<file path="config.mk">
export PLATFORM = sky130hd
export DESIGN_NAME = fuse_ctrl_init_seq
export DESIGN_NICKNAME = d
export VERILOG_FILES = /design/src/rtl/fuse_ctrl_init_seq.sv
export SDC_FILE = /design/constraint.sdc
export NUM_CORES = 1
export LEC_CHECK = 0
export CAP_MARGIN = 15
export CORE_MARGIN = 5
export CORE_UTILIZATION = 25
export CTS_CLUSTER_DIAMETER = 40
export DETAILED_ROUTE_END_ITERATION = 7
export PLACE_DENSITY = 0.42
export SYNTH_ARGS = -nofsm -noshare
export SYNTH_HDL_FRONTEND = slang
export SYNTH_SLANG_ARGS = --single-unit
</file>
<file path="constraint.sdc">
create_clock -name core_clk -period 2.4 [get_ports core_clk]
set_input_delay 0.24 -clock core_clk [delete_from_list [all_inputs] [get_ports core_clk]]
set_output_delay 0.24 -clock core_clk [all_outputs]
set_load 0.01 [all_outputs]
</file>
<file path="src/rtl/fuse_ctrl_init_seq.sv">
// Power-on sequencer for the fuse controller: qualifies power-good, pulses partition
// init, waits for LC data valid with timeout/retry, and drives the lc_tx_t controls.
//
// state         | meaning
// --------------+------------------------------------------------------------
// ST_IDLE       | waiting for synchronized power-good
// ST_PWR_QUAL   | counting consecutive power-good cycles
// ST_INIT_PULSE | fc_partition_init asserted for INIT_PULSE_CYCLES
// ST_WAIT_VALID | waiting for otp_lc_data_o_valid, bounded by timeout
// ST_READY      | fuse controller ready; DFT / check-bypass requests honored
// ST_ERROR      | every attempt timed out; terminal until reset
// ST_ESCALATED  | escalation seen; terminal until reset
module fuse_ctrl_init_seq #(
  parameter int unsigned PWRGOOD_STABLE_CYCLES = 16,
  parameter int unsigned INIT_TIMEOUT_CYCLES   = 4096,
  parameter int unsigned MAX_RETRIES           = 2,
  parameter int unsigned INIT_PULSE_CYCLES     = 4
) (
  input  logic       core_clk,
  input  logic       core_rst,
  input  logic       cptra_pwrgood,
  input  logic       otp_lc_data_o_valid,
  input  logic       esc_req,
  input  logic       check_byp_req,
  input  logic       dft_en_req,
  output logic       fc_partition_init,
  output logic [3:0] lc_dft_en_i,
  output logic [3:0] lc_escalate_en_i,
  output logic [3:0] lc_check_byp_en_i,
  output logic       fuse_ctrl_rdy,
  output logic       init_err,
  output logic [2:0] retry_cnt
);

  localparam logic [3:0] LC_ON  = 4'b0101;
  localparam logic [3:0] LC_OFF = 4'b1010;

  localparam int unsigned TMO_W   = $clog2(INIT_TIMEOUT_CYCLES);
  localparam int unsigned SEQ_MAX = (PWRGOOD_STABLE_CYCLES > INIT_PULSE_CYCLES) ?
                                    PWRGOOD_STABLE_CYCLES : INIT_PULSE_CYCLES;
  localparam int unsigned SEQ_W   = (SEQ_MAX > 1) ? $clog2(SEQ_MAX) : 1;

  localparam logic [SEQ_W-1:0] QUAL_LOAD  = SEQ_W'(PWRGOOD_STABLE_CYCLES - 1);
  localparam logic [SEQ_W-1:0] PULSE_LOAD = SEQ_W'(INIT_PULSE_CYCLES - 1);
  localparam logic [TMO_W-1:0] TMO_LOAD   = TMO_W'(INIT_TIMEOUT_CYCLES - 1);
  localparam logic [2:0]       RETRY_MAX  = 3'(MAX_RETRIES);

  typedef enum logic [2:0] {
    ST_IDLE,
    ST_PWR_QUAL,
    ST_INIT_PULSE,
    ST_WAIT_VALID,
    ST_READY,
    ST_ERROR,
    ST_ESCALATED
  } state_e;

  state_e             state_q, state_d;
  logic               pwr_meta_q, pwr_sync_q;
  logic [SEQ_W-1:0]   seq_cnt_q, seq_cnt_d;
  logic [TMO_W-1:0]   tmo_cnt_q, tmo_cnt_d;
  logic [2:0]         retry_q, retry_d;
  logic               fc_init_q, fc_init_d;
  logic               rdy_q, rdy_d;
  logic               err_q, err_d;
  logic [3:0]         dft_q, dft_d;
  logic [3:0]         esc_q, esc_d;
  logic [3:0]         byp_q, byp_d;

  always_comb begin
    state_d   = state_q;
    seq_cnt_d = seq_cnt_q;
    tmo_cnt_d = tmo_cnt_q;
    retry_d   = retry_q;
    fc_init_d = fc_init_q;
    rdy_d     = rdy_q;
    err_d     = err_q;
    dft_d     = dft_q;
    esc_d     = esc_q;
    byp_d     = byp_q;

    if (esc_req) begin
      state_d   = ST_ESCALATED;
      esc_d     = LC_ON;
      dft_d     = LC_OFF;
      byp_d     = LC_OFF;
      fc_init_d = 1'b0;
      rdy_d     = 1'b0;
    end else if (!pwr_sync_q && (state_q inside {ST_PWR_QUAL, ST_INIT_PULSE,
                                                 ST_WAIT_VALID, ST_READY})) begin
      // Power loss restarts the whole bring-up from scratch.
      state_d   = ST_IDLE;
      fc_init_d = 1'b0;
      rdy_d     = 1'b0;
      retry_d   = 3'd0;
      dft_d     = LC_OFF;
      byp_d     = LC_OFF;
    end else begin
      case (state_q)
        ST_IDLE: begin
          if (pwr_sync_q) begin
            state_d   = ST_PWR_QUAL;
            seq_cnt_d = QUAL_LOAD;
          end
        end
        ST_PWR_QUAL: begin
          if (seq_cnt_q == '0) begin
            state_d   = ST_INIT_PULSE;
            seq_cnt_d = PULSE_LOAD;
            fc_init_d = 1'b1;
          end else begin
            seq_cnt_d = seq_cnt_q - SEQ_W'(1);
          end
        end
        ST_INIT_PULSE: begin
          if (seq_cnt_q == '0) begin
            state_d   = ST_WAIT_VALID;
            tmo_cnt_d = TMO_LOAD;
            fc_init_d = 1'b0;
          end else begin
            seq_cnt_d = seq_cnt_q - SEQ_W'(1);
          end
        end
        ST_WAIT_VALID: begin
          if (otp_lc_data_o_valid) begin
            state_d = ST_READY;
            rdy_d   = 1'b1;
          end else if (tmo_cnt_q == '0) begin
            if (retry_q < RETRY_MAX) begin
              state_d   = ST_INIT_PULSE;
              retry_d   = retry_q + 3'd1;
              seq_cnt_d = PULSE_LOAD;
              fc_init_d = 1'b1;
            end else begin
              state_d = ST_ERROR;
              err_d   = 1'b1;
            end
          end else begin
            tmo_cnt_d = tmo_cnt_q - TMO_W'(1);
          end
        end
        ST_READY: begin
          dft_d = dft_en_req    ? LC_ON : LC_OFF;
          byp_d = check_byp_req ? LC_ON : LC_OFF;
        end
        ST_ERROR, ST_ESCALATED: begin
          state_d = state_q;
        end
        default: begin
          state_d = ST_IDLE;
        end
      endcase
    end
  end

  always_ff @(posedge core_clk) begin
    if (core_rst) begin
      pwr_meta_q <= 1'b0;
      pwr_sync_q <= 1'b0;
      state_q    <= ST_IDLE;
      seq_cnt_q  <= '0;
      tmo_cnt_q  <= '0;
      retry_q    <= 3'd0;
      fc_init_q  <= 1'b0;
      rdy_q      <= 1'b0;
      err_q      <= 1'b0;
      dft_q      <= LC_OFF;
      esc_q      <= LC_OFF;
      byp_q      <= LC_OFF;
    end else begin
      pwr_meta_q <= cptra_pwrgood;
      pwr_sync_q <= pwr_meta_q;
      state_q    <= state_d;
      seq_cnt_q  <= seq_cnt_d;
      tmo_cnt_q  <= tmo_cnt_d;
      retry_q    <= retry_d;
      fc_init_q  <= fc_init_d;
      rdy_q      <= rdy_d;
      err_q      <= err_d;
      dft_q      <= dft_d;
      esc_q      <= esc_d;
      byp_q      <= byp_d;
    end
  end

  assign fc_partition_init = fc_init_q;
  assign fuse_ctrl_rdy     = rdy_q;
  assign init_err          = err_q;
  assign retry_cnt         = retry_q;
  assign lc_dft_en_i       = dft_q;
  assign lc_escalate_en_i  = esc_q;
  assign lc_check_byp_en_i = byp_q;

endmodule

</file>
# Yosys cells after proc, flatten, opt, wreduce, memory -nomap -nowiden
# Cells that the tools add are included.
# totals
inputBits	7
wordCells	98
reg_bits	39
# op_classes
n_bitwise	5
n_reduce_logical	22
mux	33
n_eq_ne	21
order_cmp	1
addsub	3
# ops
operator	count
two-way mux 3 bit	13
two-way mux 12 bit	3
two-way mux 4 bit	8
one-hot mux 12 bit (2 select lines)	1
AND reduction 6 bit	3
one-hot mux 4 bit (4 select lines)	1
one-hot mux 3 bit (5 select lines)	1
AND reduction 5 bit	3
logical NOT 12 bit	1
subtractor 12 x 1 -> 12 bit, second input constant	1
!= test 2 x 1 -> 1 bit, second input constant	5
equality test 3 bit, second input constant	3
!= test 2 bit, second input constant	4
!= test 4 x 2 -> 1 bit, second input constant	2
AND reduction 8 bit	1
nonzero test 2 bit	4
nonzero test 4 bit	2
equality test 3 x 2 -> 1 bit, second input constant	2
OR reduction 3 bit	2
two-way mux 1 bit	5
!= test 5 x 3 -> 1 bit, second input constant	1
NOT 1 bit	5
logical NOT 4 bit	1
!= test 4 bit, second input constant	1
other kinds (12)	12

# Logic depth before layout (Yosys ltp)
# depth
depth_word	7
mapped_depth	7

# Worst setup path before layout
# No wires, ideal clock.
# synth_timing
path_type	register -> register
from	reg seq_cnt_q[0]
to	reg tmo_cnt_q[6]
required_ns	2.309
path_slack_ns	0.521
path_stages_with_launch	8
setup_time_ns	0.091
synth_period_minus_slack_ns	1.879
arrival_time_ns	1.788
path_cell_list	dfxtp_1 -> inv_1 -> ha_1 -> or4b_4 -> a211oi_4 -> buf_6 -> a31oi_1 -> a311oi_1
# synth_via
elab_chain_cells	3
# synth_lines
item	line_no	source
from (decl)	60	logic [SEQ_W-1:0] seq_cnt_q, seq_cnt_d;
from (signal assigned)	174	seq_cnt_q <= seq_cnt_d;
logical NOT 4 bit	116	if (seq_cnt_q == '0) begin
!= test 2 x 1 -> 1 bit (no source line)	n/a	
AND reduction 6 bit (no source line)	n/a	
to (signal assigned)	175	tmo_cnt_q <= tmo_cnt_d;
to (decl)	61	logic [TMO_W-1:0] tmo_cnt_q, tmo_cnt_d;
# Every way passes these cells.
# A chain may end at the register's enable or synchronous reset.

# Worst setup path after layout
# layout_timing
from	reg seq_cnt_q[0]
to	reg seq_cnt_q[1]
# layout_via
elab_chain_cells	3
word_cells_on_any_way	7
cone_classes	add/sub: 1; eq/ne: 1; mux: 3; reduce/logical: 2
# layout_lines
item	line_no
subtractor 4 x 1 -> 4 bit / logical NOT 4 bit (equally long branches)	n/a
two-way mux 4 bit (tied with other cells)	116
one-hot mux 4 bit (4 select lines) / AND reduction 8 bit (equally long branches)	n/a
# Several ways; a longest one is shown, not always the timed one. The select of a mux whose other input is x is not followed.

==> impl_metrics.json <==
{
  "status": "finished clean",
  "fin_crit_sh": 0.8751,
  "syn_area_um2": 1964,
  "finalPower_uw": 1340,
  "grt_remaining_overflow": 0,
  "fin_ws_ps": 299.8,
  "port_buffers": 24,
  "synth_cell_types": 50,
  "yosysWarnings": 0,
  "routed_wl_um": 5715,
  "ys_seq_area_frac": 0.3363,
  "worstPathCellList": "inv_1 -> ha_1 -> nor3b_1 -> a311oi_1 -> o21ai_0 -> a221oi_1",
  "routed_via_density": 5.247,
  "post_cts_buffers": 0,
  "max_freq_mhz": 476.2,
  "num-nets-final": 273,
  "grt_max_degree": 19,
  "rsz0062_at_grt": "no",
  "slowest_delay_ps": 520,
  "chipWidth_um": 98.64,
  "wl_per_cell_um": 15.70,
  "cts_max_path_buffers": 2,
  "r2r_end": "seq_cnt_q[1]",
  "crit_buf_inv": 1,
  "synth.avg_cell_area_um2": 8.219,
  "endpoint": "seq_cnt_q[1]",
  "fin_cells": 364,
  "hold_buffers": 0,
  "syn_nets": 251,
  "path_depth": 6,
  "slew_viol_final": 0,
  "drt_first_iter_violations": 107,
  "cpMaxStageDelayCell": "a311oi_1",
  "fillerInstances": 831,
  "num_rows": 32,
  "num_vias": 1910,
  "maxSlewHeadroom": 0.6050,
  "path_clk_slew_ps": 70,
  "cp.arrival_ps": 2290,
  "synthToLayoutAreaGrowth_pct": 24.01,
  "setup_viol": 0,
  "start_util": 0.2555,
  "hold_viol": 0,
  "vdd_drop_max_v": 0.0001862,
  "multi_input_area_um2": 1145,
  "maxCapViolations": 0,
  "regToRegStartpoint": "seq_cnt_q[0]",
  "r2r_slack_ps": 300,
  "grt_pass1_vias": 1844,
  "finClkSkew_ps": 7.195,
  "dp_slack_ps": 294.7,
  "synth-seq-cells": 33,
  "antenna_cells": 0,
  "firstDrtPassIters": 4,
  "r2r_cells": 6,
  "cts_resized": 0,
  "clk_latency_ps": 290,
  "holdPathStages": 1,
  "power_density_nw_per_um2": 550.3,
  "required_ps": 2590,
  "grt_use_total": 0.1190,
  "drive_above_1_share": 0.1107,
  "endpoint_kind": "flop",
  "fp.coreArea_um2": 7687,
  "ctsRootBufferMaster": "clkbuf_8",
  "final.setup.tns_ps": 0,
  "layout_common_cells": "33 x dfxtp_1, 24 x clkdlybuf4s50_1, 19 x nor2_1",
  "hpwlAfterDp_um": 4087,
  "crit_family": "compound AO/OA/AOI/OAI gates",
  "power.leakage_uw": 0.0008519,
  "h-tree-depth": 2,
  "synth_cells": 239,
  "gp_congestion": 0.7442,
  "layout_commonest_cell": "dfxtp_1",
  "crit_type": "reg2reg",
  "drc": 0,
  "synth_edf_count": 0,
  "grt_pass1_wl_um": 9432,
  "postRouteAntennaNets": 0,
  "cts_made_buffers": 5,
  "die_h_um": 98.64,
  "hold_class": "reg2reg",
  "startpoint_type": "flop",
  "ioPinCount": 25,
  "synthArstFlopShare": 0,
  "placed_cells": 356,
  "tritoncts": "built",
  "max_slew.worst_pin.slew_ps": 588.5,
  "cts.sinks": 33,
  "synth_ff_type": "dfxtp_1",
  "die_area_um2": 9730,
  "cp_max_fo": 5,
  "antenna_found_initial": 0,
  "cp-startpoint": "seq_cnt_q[0]",
  "regArea_um2": 660.6,
  "layout_min_cycle_time_ps": 2100
}
## worst min-delay path by stage
stage,slack [ps],end,from
after floorplan,370,pwr_meta_q,cptra_pwrgood
after global placement,430,pwr_sync_q,pwr_meta_q
after detailed placement,430,pwr_sync_q,pwr_meta_q
after CTS,450,pwr_sync_q,pwr_meta_q
after global routing,450,pwr_sync_q,pwr_meta_q
final,440,pwr_sync_q,pwr_meta_q
## stage by stage
| stage | util | hold WS [ps] | cell area (um2) |
|---|---|---|---|
| 6_report | 0.3169 | 441.8 | 2436 |
| 5_1_grt | 0.3169 | 453.5 | 2436 |
| 4_1_cts | 0.3169 | 448.2 | 2436 |
| 3_5_place_dp | 0.3018 | 430.4 | 2320 |
| 3_3_place_gp | 0.3018 | 425.6 | 2320 |
| 2_1_floorplan | - | 368.2 | 1964 |
## state kept, by name, summed over array words and instances, names as in the netlist
register and cells:
seq_cnt_q 4, lc_check_byp_en_i 2, lc_escalate_en_i 2, retry_cnt 3, fuse_ctrl_rdy 1, tmo_cnt_q 12, pwr_meta_q 1, pwr_sync_q 1
state_q 3, init_err 1, fc_partition_init 1, lc_dft_en_i 2
## routing by layer
metal,track usage,up-vias,share of wire
met1,0.1611,926,0.49
met4,0.03676,0,0.0080
met2,0.1867,26,0.46
met5,0,-,0
li1,-,954,-
met3,0.02902,4,0.043
## where the power goes
| group | switching (uW) | internal [uW] | leakage (uW) |
|---|---|---|---|
| Sequential | 23.6 | 561 | 0.000268 |
| Combinational | 109 | 85.2 | 0.000525 |
| Clock | 222 | 339 | 0.0000585 |
| Total | 355 | 985 | 0.000852 |
## synthesized netlist by cell type, types with 9 or more instances
cell type	number	area (um2)
o21ai_0	12	60.06
clkbuf_1	13	48.80
nor3_1	11	55.05
nand2_1	9	33.78
dfxtp_1	33	660.6
a311oi_1	10	87.58
inv_1	11	41.29
nor2_1	19	71.32
a31oi_1	18	112.6
a21oi_1	14	70.07
## cells by family (layout without fill, tap and decap cells)
family	after synthesis	after routing	share of synthesized area
AOI/OAI and AO/OA	80	80	0.2834
xor gates and xnor gates	1	1	0.004459
adders and majority gates	5	5	0.03185
buffers and inverters	34	57	0.08089
DFF	33	33	0.3363
muxes	1	1	0.005096
and+or+nand+nor	85	85	0.2580
## final cells by class
type | instances | share of cell area
clock buffer | 7 | 0.03544
clock inverter | 1 | 0.01233
multi-input combinational | 172 | 0.4700
tap | 102 | 0.05239
inverter | 11 | 0.01695
sequential | 33 | 0.2712
timing repair buffer | 38 | 0.1418
Power figures use the tool's default switching activity.
